## src/rtl/alu_pkg.sv

```systemverilog
// Shared ALU definitions: op encodings (matching the ALU) and datapath widths.
// Used by alu_issue_stage and its register file.
package alu_pkg;

  localparam int DW   = 32;
  localparam int NREG = 32;
  localparam int AW   = 5;

  localparam logic [3:0] OP_AND  = 4'b0000;
  localparam logic [3:0] OP_OR   = 4'b0001;
  localparam logic [3:0] OP_ADD  = 4'b0010;
  localparam logic [3:0] OP_ADDI = 4'b0011;
  localparam logic [3:0] OP_SUB  = 4'b0110;
  localparam logic [3:0] OP_SLT  = 4'b0111;
  localparam logic [3:0] OP_NOR  = 4'b1100;

endpackage

```

## src/rtl/alu_issue_stage_reg_file.sv

```systemverilog
// reg_file: NREG x DW register file, two asynchronous read ports and one
// synchronous write port. r0 always reads zero and ignores writes.
// Contents clear asynchronously on rst.
module reg_file #(
  parameter int DW   = 32,
  parameter int NREG = 32,
  parameter int AW   = 5
) (
  input  logic          clk,
  input  logic          rst,
  input  logic [AW-1:0] i_raddr_a,
  output logic [DW-1:0] o_rdata_a,
  input  logic [AW-1:0] i_raddr_b,
  output logic [DW-1:0] o_rdata_b,
  input  logic          i_we,
  input  logic [AW-1:0] i_waddr,
  input  logic [DW-1:0] i_wdata
);

  logic [DW-1:0] r_mem [NREG];

  // Storage: clear on reset, write on strobe unless targeting r0.
  always_ff @(posedge clk or posedge rst) begin
    if (rst) begin
      for (int i = 0; i < NREG; i++) r_mem[i] <= '0;
    end else if (i_we && (i_waddr != '0)) begin
      r_mem[i_waddr] <= i_wdata;
    end
  end

  assign o_rdata_a = (i_raddr_a == '0) ? '0 : r_mem[i_raddr_a];
  assign o_rdata_b = (i_raddr_b == '0) ? '0 : r_mem[i_raddr_b];

endmodule

```

## src/rtl/alu_issue_stage.sv

```systemverilog
// alu_issue_stage: issue stage in front of the ALU. Reads operands from the
// register file, stalls read-after-write hazards with a per-register busy
// scoreboard, and registers the op onto the ALU inputs (1-cycle latency,
// single output register with fire-and-refill).
// Optional feature macro: WB_BYPASS_EN -- forwards a same-cycle writeback to
// the operands so a waiting op can issue during the writeback cycle.
module alu_issue_stage
  import alu_pkg::*;
#(
  parameter int DW   = 32,
  parameter int NREG = 32,
  parameter int AW   = 5
) (
  input  logic          clk,
  input  logic          rst,
  input  logic          in_valid,
  output logic          in_ready,
  input  logic [3:0]    in_op,
  input  logic [AW-1:0] in_rs,
  input  logic [AW-1:0] in_rt,
  input  logic [AW-1:0] in_rd,
  input  logic [15:0]   in_imm,
  output logic          out_valid,
  input  logic          out_ready,
  output logic [DW-1:0] a_data,
  output logic [DW-1:0] b_data,
  output logic [3:0]    alu_op,
  output logic [AW-1:0] out_rd,
  input  logic          wb_en,
  input  logic [AW-1:0] wb_addr,
  input  logic [DW-1:0] wb_data
);

  function automatic logic [DW-1:0] sext16(input logic [15:0] imm);
    return {{(DW-16){imm[15]}}, imm};
  endfunction

  logic [DW-1:0]   w_rdata_a;
  logic [DW-1:0]   w_rdata_b;
  logic [DW-1:0]   w_opa;
  logic [DW-1:0]   w_opb;
  logic            w_is_addi;
  logic            w_fwd_a;
  logic            w_fwd_b;
  logic            w_busy_a;
  logic            w_busy_b;
  logic            w_hazard;
  logic            w_accept;
  logic            w_in_ready;
  logic [NREG-1:0] w_busy_nxt;

  logic            r_out_valid;
  logic [DW-1:0]   r_a_data;
  logic [DW-1:0]   r_b_data;
  logic [3:0]      r_alu_op;
  logic [AW-1:0]   r_out_rd;
  logic [NREG-1:0] r_busy;

  reg_file #(.DW(DW), .NREG(NREG), .AW(AW)) u_reg_file (
    .clk       (clk),
    .rst       (rst),
    .i_raddr_a (in_rs),
    .o_rdata_a (w_rdata_a),
    .i_raddr_b (in_rt),
    .o_rdata_b (w_rdata_b),
    .i_we      (wb_en),
    .i_waddr   (wb_addr),
    .i_wdata   (wb_data)
  );

  // Operand selection and hazard detection, with optional writeback forwarding.
  always_comb begin
    w_is_addi = (in_op == OP_ADDI);
`ifdef WB_BYPASS_EN
    w_fwd_a = wb_en && (wb_addr == in_rs) && (in_rs != '0);
    w_fwd_b = wb_en && (wb_addr == in_rt) && (in_rt != '0);
`else
    w_fwd_a = 1'b0;
    w_fwd_b = 1'b0;
`endif
    w_busy_a   = r_busy[in_rs] & ~w_fwd_a;
    w_busy_b   = r_busy[in_rt] & ~w_fwd_b;
    w_opa      = w_fwd_a ? wb_data : w_rdata_a;
    w_opb      = w_is_addi ? sext16(in_imm) : (w_fwd_b ? wb_data : w_rdata_b);
    w_hazard   = in_valid & (w_busy_a | (w_busy_b & ~w_is_addi));
    w_in_ready = (~r_out_valid | out_ready) & ~w_hazard;
    w_accept   = in_valid & w_in_ready;
  end

  // Scoreboard update: writeback clears, accept sets (set wins on a tie); r0 never busy.
  always_comb begin
    w_busy_nxt = r_busy;
    if (wb_en) w_busy_nxt[wb_addr] = 1'b0;
    if (w_accept && (in_rd != '0)) w_busy_nxt[in_rd] = 1'b1;
    w_busy_nxt[0] = 1'b0;
  end

  // Busy scoreboard register.
  always_ff @(posedge clk or posedge rst) begin
    if (rst) r_busy <= '0;
    else     r_busy <= w_busy_nxt;
  end

  // Output register: load on accept, drop valid once consumed, hold while stalled.
  always_ff @(posedge clk or posedge rst) begin
    if (rst) begin
      r_out_valid <= 1'b0;
      r_a_data    <= '0;
      r_b_data    <= '0;
      r_alu_op    <= '0;
      r_out_rd    <= '0;
    end else if (w_accept) begin
      r_out_valid <= 1'b1;
      r_a_data    <= w_opa;
      r_b_data    <= w_opb;
      r_alu_op    <= in_op;
      r_out_rd    <= in_rd;
    end else if (out_ready) begin
      r_out_valid <= 1'b0;
    end
  end

  assign in_ready  = w_in_ready;
  assign out_valid = r_out_valid;
  assign a_data    = r_a_data;
  assign b_data    = r_b_data;
  assign alu_op    = r_alu_op;
  assign out_rd    = r_out_rd;

endmodule

```

## config.mk

```make
export PLATFORM = sky130hd
export DESIGN_NAME = alu_issue_stage
export DESIGN_NICKNAME = d
export VERILOG_FILES = /design/src/rtl/alu_pkg.sv /design/src/rtl/alu_issue_stage_reg_file.sv /design/src/rtl/alu_issue_stage.sv
export SDC_FILE = /design/constraint.sdc
export NUM_CORES = 2
export LEC_CHECK = 0
export CORE_MARGIN = 3
export CORE_UTILIZATION = 57
export DETAILED_ROUTE_END_ITERATION = 16
export GPL_ROUTABILITY_DRIVEN = 1
export HOLD_SLACK_MARGIN = 0.05
export PLACE_DENSITY = 0.75
export SLEW_MARGIN = 0
export SYNTH_ARGS = -nofsm -noshare
export SYNTH_HDL_FRONTEND = slang
export SYNTH_SLANG_ARGS = --single-unit
```

## constraint.sdc

```tcl
create_clock -name clk -period 36.9 [get_ports clk]
set_input_delay 7.38 -clock clk [delete_from_list [all_inputs] [get_ports clk]]
set_output_delay 7.38 -clock clk [all_outputs]
set_load 0.005 [all_outputs]
```

* After elaboration in Yosys (flattened, before gate mapping)
Index checks and enable logic that the tools add are counted.
** Word-level totals
- Bits in registers :: 1129
- Bits in latches :: 0
- Memory bits (writable) :: 0
- ROM bits :: 0
- Input port bits :: 77
- Output and inout port bits :: 75
- Logic and storage cells :: 98
- Memories :: 0
** Cells by class
- $add $sub $neg :: 0
- Multipliers :: 0
- Div/mod/pow operators :: 0
- Magnitude comparators :: 10
- Eq/ne operators :: 1
- Shift operators :: 0
- Muxes and demuxes :: 24
- Bitwise logic cells :: 15
- Reductions and logical operators :: 10
** Operators with widths (number)
- 1024-bit bitwise mux :: 1
- 32-bit binary-select mux with 5-bit select :: 2
- 32-bit two-way mux :: 10
- 32-bit demux with 5-bit select :: 1
- 32-bit AND :: 1
- 32-bit inverter :: 1
- 32-bit bitwise OR :: 1
- 5-bit by 6-bit less-than comparator with 1-bit output (second input constant) :: 4
- 6-bit greater-or-equal comparator (second input constant) :: 3
- 5-bit inverter with 6-bit output :: 3
- 1-bit binary-select mux with 5-bit select :: 2
- 1-bit demux with 5-bit select :: 2
- 5-bit by 1-bit greater-or-equal comparator with 1-bit output (second input constant) :: 2
- 5-bit logical NOT :: 2
- 5-bit nonzero test :: 2
- 6-bit by 1-bit less-than comparator with 1-bit output (second input constant) :: 1
- 1-bit two-way mux :: 6
- 1-bit logical AND :: 5
- 1-bit AND :: 4
- 4-bit by 2-bit == test with 1-bit output (second input constant) :: 1
- 1-bit inverter :: 3
- 1-bit bitwise OR :: 2
- 2-bit nonzero test :: 1

* Depth between registers and ports, before layout
- Depth after elaboration :: 10
- Mapped depth :: 11
- Depth with buffers taken out :: 6

* Hierarchy
Synthesis repeated with hierarchy kept, for this count alone.
** Unflattened totals
- Cell total of the unflattened synthesis :: 4212
- Area total of the unflattened synthesis :: 59940.0 um2
** Modules (own cells, without submodules)
- reg_file :: instances 1, cells an instance 3797, area each 54647.4 um2, sequential area each 25624.6 um2
- alu_issue_stage :: instances 1, cells an instance 415, area each 5292.6 um2, sequential area each 2627.5 um2

* Least setup slack after synthesis
Ideal clock, no wire load.
- Kind :: input-to-output
- Start :: input in_rt[0]
- End :: output in_ready
- Arrival time :: 8.897 ns
- Data required time :: 29.520 ns
- Path slack :: 20.623 ns
- Stages on the path :: 6
- Path buffers :: 1
- Cells stage by stage :: buf_2 mux4_2 a2111o_1 nand4_2 nand2_1 a21boi_0
** On the way
- Cells in the longest elaborated chain, start to end :: 7
** RTL lines
- from (decl) :: line alu_issue_stage.sv:20 : input logic [AW-1:0] in_rt,
- 1-bit binary-select mux with 5-bit select :: line alu_issue_stage.sv:82 : w_busy_b = r_busy[in_rt] & ~w_fwd_b;
- 1-bit two-way mux (not written as such) :: line alu_issue_stage.sv:82
- 1-bit AND :: line alu_issue_stage.sv:85 : w_hazard = in_valid & (w_busy_a | (w_busy_b & ~w_is_addi));
- 1-bit bitwise OR :: line alu_issue_stage.sv:85
- 1-bit AND :: line alu_issue_stage.sv:85
- 1-bit inverter :: line alu_issue_stage.sv:86 : w_in_ready = (~r_out_valid | out_ready) & ~w_hazard;
- 1-bit AND :: line alu_issue_stage.sv:86
- to (decl) :: line alu_issue_stage.sv:17 : output logic in_ready,
Every way passes these cells. The select of a mux whose other input is x is not followed.

* Final worst setup path
- Start :: input in_rs[1]
- End :: output in_ready
** On the way
- Cells in the longest elaborated chain, start to end :: 6
** RTL lines
- from (decl) :: line alu_issue_stage.sv:19 : input logic [AW-1:0] in_rs,
- 1-bit binary-select mux with 5-bit select :: line alu_issue_stage.sv:81 : w_busy_a = r_busy[in_rs] & ~w_fwd_a;
- 1-bit two-way mux (not written as such) :: line alu_issue_stage.sv:81
- 1-bit bitwise OR :: line alu_issue_stage.sv:85
- 1-bit AND :: line alu_issue_stage.sv:85
- 1-bit inverter :: line alu_issue_stage.sv:86
- 1-bit AND :: line alu_issue_stage.sv:86
Every way passes these cells. The select of a mux whose other input is x is not followed.

==> impl_metrics.tcl <==
set metrics [dict create \
    h-tree-depth 3 \
    post-route-util_pct 64.0 \
    max-cap-violations 0 \
    vias 36600 \
    synth_area_sq_um 59100 \
    switchingPower_uw 991 \
    holdWs_ns 0.393 \
    worst-path-buf-inv 3 \
    synth-seq-cells 1129 \
    r2r-start "r_busy[15]$_DFF_PP0_" \
    dr.pass1.iters 5 \
    setup_viol 0 \
    grt_max_degree 181 \
    die_w_um 328 \
    cts_root_buf "clkbuf_16" \
    max_stage_delay_ns 0.79 \
    pwr-share-comb_pct 21.4 \
    clk_pin_slew_worst_paths_ns 0.06 \
    synthFlopType "dfrtp_1" \
    first_global_vias 37500 \
    tightest_slew_ns 1.19 \
    crit_type "primary input to output port" \
    worst_skew_pair.late_latency_ns 0.73 \
    start_kind "primary input" \
    slowest_stage "buf_12" \
    synth_fp_nets 3921 \
    cellPowerDensity_nw_per_um2 57.3 \
    routed_via_density 6.99 \
    slew_violations 0 \
    cp_cell_sequence "buf_8 -> buf_12 -> mux4_2 -> mux2i_1 -> mux2i_1 -> o211ai_2 -> nand2_1 -> a21boi_0 -> clkdlybuf4s50_1" \
    fp.dieH_um 328 \
    critical_path_arrival_ns 11.12 \
    clock_skew_ns 0.0318 \
    regArea_sq_um 28300 \
    post-route-period-util_pct 50.1 \
    slew_headroom_pct 20.2 \
    fmax_mhz 54.1 \
    critPathMaxFanout 136 \
    gp_congestion 0.869 \
    rsz0062_at_grt "false" \
    synthArstFlopShare_pct 100 \
    outcome "finished, final reports clean" \
    period_needed_ns 18.50 \
    antenna_found_initial 3 \
    initial_utilization_pct 57.7 \
    power_mw 3.75 \
    vdd_ir_drop_max_uv 46.8 \
    whs_path_depth 0 \
    clkPwrFrac_pct 34.0 \
    nets 3840 \
    core-area_sq_um 102000 \
    synth_cell_type_count 42 \
    drive_gt1_share_pct 50.4 \
    cts_buffers 118 \
    avgRoutedWirePerCell_um 31.2 \
    tritoncts "built" \
    crit_start "in_rs[1]" \
    synth.avg_cell_area_sq_um 15.4 \
    area_growth_pct 10.9 \
    cp_num_cells 9 \
    layoutNonFillerInstCount 5234 \
    multiInputGateArea_sq_um 29100 \
    worstHoldStart "u_reg_file.r_mem[1004]$_DFFE_PP0P_" \
    fin_tns_setup_ns 0 \
    syn-instance-count 3844 \
    cts.sinks 1129 \
    drt_iter0_drc 3947 \
    hpwl_um 87700 \
    fillers 7204 \
    ys_seq_area_share_pct 47.8 \
    dpl.cell_count 5011 \
    cts-hold-fix-buffers 0 \
    grt-ovfl-total 0 \
    cp_top_family "buffers and inverters" \
    rows 117 \
    end_kind "output port" \
    hp-class "flop to flop" \
    cp.required_ns 29.52 \
    swShare_pct 26.4 \
    antenna_left 0 \
    dieArea_sq_um 108000 \
    cts_setup_buffers 0 \
    io_buffers 151 \
    leakagePower_nw 28.4 \
    ctsLongestPathBuffers 3 \
    num_io_pins 152 \
    sequentialPowerShare_pct 44.6 \
    cts.repair.resized 0 \
    grt_pass1_wl_um 248000 \
    crit_top_cell "mux2i_1" \
    drt_wl_total_um 163000 \
    reg2reg_depth 8 \
    grt_usage_pct 30.9 \
    intPower_mw 2.76 \
    hold_viol 0 \
    post-route-drc-count 0 \
    yosysWarnings 0 \
    synth_edf_count 0 \
]
## final cells by class
cell class	instances	share of cell area [%]
multi-input cells	2258	44.4
flip-flops and latches	1129	43.1
clock buffers	171	5.32
repair buffers	220	3.21
well taps	1368	2.61
clock inverters	51	1.09
inverters	36	0.216
diodes	1	0.00382
## path summary, 6_finish.rpt
| path | end | slack (ns) |
|---|---|---|
| max in group asynchronous | u_reg_file.r_mem[945]$_DFFE_PP0P_ | 25.69 |
| min | u_reg_file.r_mem[1004]$_DFFE_PP0P_ | 0.39 |
| max reg2reg | a_data[11]$_DFFE_PP0P_ | 33.17 |
| min in group asynchronous | out_rd[0]$_DFFE_PP0P_ | 7.19 |
| min reg2reg | u_reg_file.r_mem[1004]$_DFFE_PP0P_ | 0.39 |
| max | in_ready | 18.40 |
## cell families after synthesis
logic type | synth area share, %
flip-flops | 47.8
buffers and inverters | 3.32
AND/OR/NAND/NOR | 1.65
multiplexers | 44.3
AO/OA/AOI/OAI | 2.86
## metal layers
metal | routed length, um | track usage [%]
met1 | 68300 | 45.4
met2 | 74400 | 46.1
met3 | 14400 | 6.63
met4 | 6290 | 11.3
met5 | 43 | 0
## cells in the final DEF, fill, tap and decap left out, types with 3 or more instances in the layout
cell	netlist	layout
a21oi_1	30	30
a221o_1	15	15
buf_12	0	5
buf_4	7	66
buf_8	0	4
bufinv_16	0	15
clkbuf_1	269	22
clkbuf_16	0	120
clkbuf_8	0	29
clkdlybuf4s50_1	0	142
clkinv_2	0	26
clkinv_8	0	3
clkinvlp_4	0	4
dfrtp_1	1129	1129
inv_1	35	34
mux2_2	1024	1024
mux2_4	59	59
mux2i_1	151	151
mux4_2	544	544
nand2_1	145	130
nand2_2	0	8
nand2_4	0	7
nand3_1	30	30
nand3b_1	4	4
nor2_1	22	5
nor2_4	0	17
nor2b_1	4	4
nor3b_1	4	4
o211ai_1	17	17
o21ai_0	107	107
o221ai_1	60	60
o22ai_1	17	17
## cells in the mapped netlist (7+ instances only)
master    count  area, sq um
mux2_2     1024        11500
buf_4         7         52.6
dfrtp_1    1129        28300
nand2_1     145          544
nand3_1      30          150
o22ai_1      17          106
o21ai_0     107          536
mux2i_1     151         1510
a221o_1      15          150
mux2_4       59          886
nor2_1       22         82.6
clkbuf_1    269         1010
buf_6        20          225
o211ai_1     17          128
o221ai_1     60          526
buf_2        55          275
inv_1        35          131
a21oi_1      30          150
mux4_2      544        12300
buf_1        69          259
## per-stage QoR
step	area, sq um	worst slack (ns)
after floorplan	59100	13.94
after global placement	61300	18.45
after detailed placement	61300	18.53
after CTS	65500	18.52
after global routing	65500	18.33
final	65500	18.40
## state kept, by name (all words and copies together), names as in the netlist
signal and cells:
b_data 32, r_busy 31, a_data 32, out_rd 5
u_reg_file.r_mem 1024, out_valid 1, alu_op 4
## power by group through the flow
stage          Clock [mW]  Sequential (mW)  Combinational, mW
6_report             1.28             1.68              0.804
5_1_grt              1.34             1.71              0.861
4_1_cts              1.29             1.67              0.807
3_5_place_dp            0             1.69              0.803
3_3_place_gp            0             1.67              0.784
2_1_floorplan           0             1.64              0.600
Power figures use the tool's default switching activity.
